$ cat src/rtl/mem_copy_engine.sv
// mem_copy_engine: forward word-by-word block copy over a single-port memory
// with a combinational read path and a clocked write. Each word takes one READ
// cycle (capture into the hold register) and one WRITE cycle. A running XOR
// checksum covers every word written by the current or most recent copy.
//
// Handshake: start is a request level sampled only in IDLE; there is no
// ready/ack. A request seen in any other state is dropped, not queued.
// Completion is a single-cycle done pulse in the DONE state. Zero-length
// copies go straight to DONE.
module mem_copy_engine #(
    parameter int ADDR_WIDTH = 32,
    parameter int DATA_WIDTH = 32,
    parameter int LEN_WIDTH  = 11
) (
    input  logic                  clk,
    input  logic                  reset,
    input  logic                  start,
    input  logic [ADDR_WIDTH-1:0] srcAddr,
    input  logic [ADDR_WIDTH-1:0] dstAddr,
    input  logic [LEN_WIDTH-1:0]  length,
    output logic                  busy,
    output logic                  done,
    output logic [DATA_WIDTH-1:0] checksum,
    output logic [ADDR_WIDTH-1:0] memAddress,
    output logic                  memWriteEnable,
    output logic [DATA_WIDTH-1:0] memDataIn,
    input  logic [DATA_WIDTH-1:0] memDataOut,
    output logic [1:0]            dbg_state
);

    typedef enum logic [1:0] {
        ST_IDLE  = 2'd0,
        ST_READ  = 2'd1,
        ST_WRITE = 2'd2,
        ST_DONE  = 2'd3
    } state_t;

    state_t                state_q, state_d;
    logic [ADDR_WIDTH-1:0] src_q, src_d;
    logic [ADDR_WIDTH-1:0] dst_q, dst_d;
    logic [LEN_WIDTH-1:0]  rem_q, rem_d;
    logic [DATA_WIDTH-1:0] hold_q, hold_d;
    logic [DATA_WIDTH-1:0] checksum_q, checksum_d;

    // State and datapath registers; the asynchronous reset clears everything,
    // so every output (all derived from these flops) reaches its reset value
    // without waiting for an edge.
    always_ff @(posedge clk or posedge reset) begin
        if (reset) begin
            state_q    <= ST_IDLE;
            src_q      <= '0;
            dst_q      <= '0;
            rem_q      <= '0;
            hold_q     <= '0;
            checksum_q <= '0;
        end else begin
            state_q    <= state_d;
            src_q      <= src_d;
            dst_q      <= dst_d;
            rem_q      <= rem_d;
            hold_q     <= hold_d;
            checksum_q <= checksum_d;
        end
    end

    // Next-state and datapath update logic.
    always_comb begin
        state_d    = state_q;
        src_d      = src_q;
        dst_d      = dst_q;
        rem_d      = rem_q;
        hold_d     = hold_q;
        checksum_d = checksum_q;
        case (state_q)
            ST_IDLE: begin
                if (start) begin
                    src_d      = srcAddr;
                    dst_d      = dstAddr;
                    rem_d      = length;
                    checksum_d = '0;
                    state_d    = (length != '0) ? ST_READ : ST_DONE;
                end
            end
            ST_READ: begin
                hold_d  = memDataOut;
                state_d = ST_WRITE;
            end
            ST_WRITE: begin
                // Addresses wrap modulo 2^ADDR_WIDTH; the memory aliases on
                // its low address bits, which is intentionally not flagged.
                checksum_d = checksum_q ^ hold_q;
                src_d      = src_q + ADDR_WIDTH'(1);
                dst_d      = dst_q + ADDR_WIDTH'(1);
                rem_d      = rem_q - LEN_WIDTH'(1);
                state_d    = (rem_q == LEN_WIDTH'(1)) ? ST_DONE : ST_READ;
            end
            ST_DONE: begin
                state_d = ST_IDLE;
            end
            default: begin
                state_d = ST_IDLE;
            end
        endcase
    end

    // Moore outputs decoded from the current state.
    always_comb begin
        busy           = 1'b0;
        done           = 1'b0;
        memAddress     = '0;
        memWriteEnable = 1'b0;
        case (state_q)
            ST_READ: begin
                busy       = 1'b1;
                memAddress = src_q;
            end
            ST_WRITE: begin
                busy           = 1'b1;
                memAddress     = dst_q;
                memWriteEnable = 1'b1;
            end
            ST_DONE: begin
                done = 1'b1;
            end
            default: begin
                busy = 1'b0;
            end
        endcase
    end

    assign memDataIn = hold_q;
    assign checksum  = checksum_q;
    assign dbg_state = state_q;

endmodule

$ cat config.mk
export PLATFORM = sky130hd
export DESIGN_NAME = mem_copy_engine
export DESIGN_NICKNAME = d
export VERILOG_FILES = /design/src/rtl/mem_copy_engine.sv
export SDC_FILE = /design/constraint.sdc
export NUM_CORES = 1
export LEC_CHECK = 0
export CORE_ASPECT_RATIO = 1.25
export CORE_UTILIZATION = 54
export DETAILED_ROUTE_END_ITERATION = 10
export GPL_TIMING_DRIVEN = 1
export HOLD_SLACK_MARGIN = 0.06
export PLACE_DENSITY_LB_ADDON = 0.08
export REMOVE_ABC_BUFFERS = 1
export SLEW_MARGIN = 25
export SYNTH_ARGS = -nofsm -noshare
export SYNTH_HDL_FRONTEND = slang
export SYNTH_SLANG_ARGS = --single-unit
$ cat constraint.sdc
create_clock -name clk -period 10.87 [get_ports clk]
set_input_delay 2.7175 -clock clk [delete_from_list [all_inputs] [get_ports clk]]
set_output_delay 2.7175 -clock clk [all_outputs]
set_load 0.05 [all_outputs]
==> metrics.csv <==
stage,metric,value,unit
sta,skew,0.008753,ns
cts,h-tree-depth,4,
grt,grt_pass1_wl,37630,um
cts,postCtsSetupRepairBufs,0,
synth,ys_async_sr_fraction,100.0,%
setup_path,reg2regPathDepth,8,
synth,syn_area,8147,um^2
cts,path_clk_slew,0.06,ns
detailed_routing,drt_wl_total,23550,um
floorplan,core,14590,um^2
run_status,outcome,"finished, violations left",
detailed_routing,ant_nets,0,
sta,finalCritPeriodShare,54.42,%
detailed_routing,drc,9,
setup_path,cp-start-kind,flop,
sta,slew_headroom,27.08,%
finish,multi_input_area,4318,um^2
cts,clock_path_buffers,2,
power,cellLeakagePower,4.316,nW
setup_path,r2r-end,dst_q[25],
sta,whs,0.4843,ns
grt,antenna_found_initial,1,
sta,finalHoldViolations,0,
synth,synth_flop_cell,dfrtp_1,
floorplan,die_h,139.3,um
setup_path,critPathRequiredTime,8.15,ns
grt,first_global_vias,7433,
synth,yosys-top-cells-area,"dfrtp_1, nand2_1, o21ai_0",
cts,clock_sinks,141,
sta,worstMarginPinSlew,1.090,ns
detailed_routing,vias,7959,
detailed_routing,drtIter0Drc,585,
sta,setup_violations,0,
cts,ctsResizeCount,0,
synth,ys.warnings.count,0,
synth,synth_area_leader_cell,dfrtp_1,
sta,fmax,169.0,MHz
synth,synthCells,929,
run,cap_viol_max_count,0,
sta,report.final.slew_viol_count,0,
grt,gr-total-overflow,0,
floorplan,placementRows,49,
hold_path,min_path_type,flop to flop,
sta,min_period,5.916,ns
cts,cts_buffers,17,
detailed_routing,dr.pass1.iters,8,
sta,rsz0062_at_grt,no,
detailed_routing,vias_per_cell,6.170,
hold_path,hold_path_depth,1,
finish,fillerInstances,1083,
hold_path,hold_end,checksum[15],
grt,grt_usage,30.45,%
finish,final_util,74.96,%
setup_path,r2r-start,dbg_state[0],
setup_path,cp-end-kind,output port,
placed_design,dp_hpwl,15490,um
synth,synth-edff-count,0,
placed_design,dp_cells,1257,
setup_path,path_class,flop to output port,
power,powerDensity,377.6,nW/um^2
floorplan,ios,211,
finish,drive_gt1_share,8.191,%
synth,synth_top_area_share,43.31,%
floorplan,dieArea,15580,um^2
placed_design,place_area,10290,um^2
cts,clock_latency,0.42,ns
finish,regArea,3528,um^2
floorplan,start_util,55.83,%
finish,final_area,10940,um^2
synth,syn_area_per_cell,8.769,um^2
floorplan,die_w,111.9,um
sta,setup_ws,4.954,ns
finish,nets,1216,
run_status,violations,design-rule violations,
synth,ys_types,60,
detailed_routing,post_drt_wl_per_cell,18.26,um
synth,synth-seq-area-share,43.31,%
placed_design,place_congestion,0.8569,
cts,cts_tree,built,
setup_path,rrSetupSlack,7.66,ns
power,peakVddDrop,0.2442,mV
finish,layout.cells.non_filler,1290,
cts,postCtsHoldBufs,0,
synth,ys_seq_elements,141,
placed_design,pre_cts_ws,5.424,ns
hold_path,worstHoldStart,checksum[15],
setup_path,worstPathArrival,3.20,ns
placed_design,portBuffers,210,
finish,synthToLayoutAreaGrowth,34.27,%
grt,grt_start_max_net_pins,89,
cts,ctsRootBufferMaster,clkbuf_16,
power,finalPower,4.131,mW
setup_path,path_max_fanout,49,
sta,fin_setup_tns,0,ns
-- registers in the layout, indices dropped and copies added, names as in the netlist --
| register | cells |
|---|---|
| rem_q | 11 |
| src_q | 32 |
| dbg_state | 2 |
| checksum | 32 |
| memDataIn | 32 |
| dst_q | 32 |
-- worst max-delay path: stages, from the launching register on --
cell	delay [ns]
dfrtp_1	0.43
inv_1	0.13
ha_4	0.48
buf_4	0.53
a22oi_1	0.18
nor2b_1	0.17
clkdlybuf4s50_1	0.82
-- worst max-delay path by stage --
| stage | from | endpoint | cells past startpoint |
|---|---|---|---|
| finish | dbg_state[0] | memAddress[27] | 6 |
| global route | dbg_state[0] | memAddress[6] | 6 |
| CTS | dbg_state[0] | memAddress[27] | 6 |
| detailed placement | dbg_state[0] | memAddress[27] | 6 |
| global placement | dbg_state[0] | memAddress[26] | 6 |
| floorplan | dbg_state[1] | src_q[28] | 6 |
-- metal layers --
metal / share of wire, % / wire (um) / up-vias / track usage (%)
met4: 3.0 / 710 / 0 / 13.16
met5: 0 / 0 / - / 0
met3: 7.6 / 1794 / 49 / 7.970
met1: 41 / 9760 / 3817 / 37.78
li1: - / - / 3769 / -
met2: 48 / 11290 / 324 / 50.05
-- cells in the mapped netlist, types with 11 or more instances --
cell      number
dfrtp_1      141
nand2_1      114
o21ai_0       83
a21oi_1       69
nor2_1        60
nand3_1       55
clkbuf_1      47
a22oi_1       33
mux2_2        33
mux2i_1       32
o22ai_1       30
nand4_1       28
nor2b_1       24
and3_1        19
inv_1         13
nor3_1        13
or3_1         11
-- cell families (layout without fill, tap and decap cells) --
family | Yosys count | count (layout) | synth area share [%]
AOI/OAI and AO/OA | 271 | 271 | 20.38
and+or+nand+nor | 362 | 362 | 22.52
adders and majority gates | 8 | 8 | 1.229
buffers and inverters | 82 | 264 | 4.070
other | 0 | 1 | 0
muxes | 65 | 65 | 8.493
DFF | 141 | 141 | 43.31
-- cell type report --
type,instances,area share (%)
clock inverters,14,1.865
repair buffers,219,19.84
well taps,178,2.036
multi-input cells,706,39.48
flip-flops and latches,141,32.26
inverters,13,0.4919
diodes,1,0.02288
clock buffers,18,4.015
-- report_power, final --
group | total, mW | switching (mW) | internal, mW | leakage [nW]
combinational | 2.33 | 1.48 | 0.847 | 2.31
clock | 0.636 | 0.241 | 0.395 | 0.305
sequential | 1.17 | 0.369 | 0.797 | 1.70
-- cell usage in the layout (no fill, tap or decap), types with 9 or more instances in the layout --
master,netlist,final
clkdlybuf4s50_1,0,210
dfrtp_1,141,141
nand2_1,114,114
o21ai_0,83,83
a21oi_1,69,69
nor2_1,60,60
nand3_1,55,55
a22oi_1,33,33
mux2_2,33,32
mux2i_1,32,31
o22ai_1,30,30
nand4_1,28,28
nor2b_1,24,24
and3_1,19,19
clkbuf_16,0,17
nor3_1,13,13
or3_1,11,11
inv_1,13,11
a21boi_0,9,9
buf_4,3,9
(Power assumes the default switching activity.)
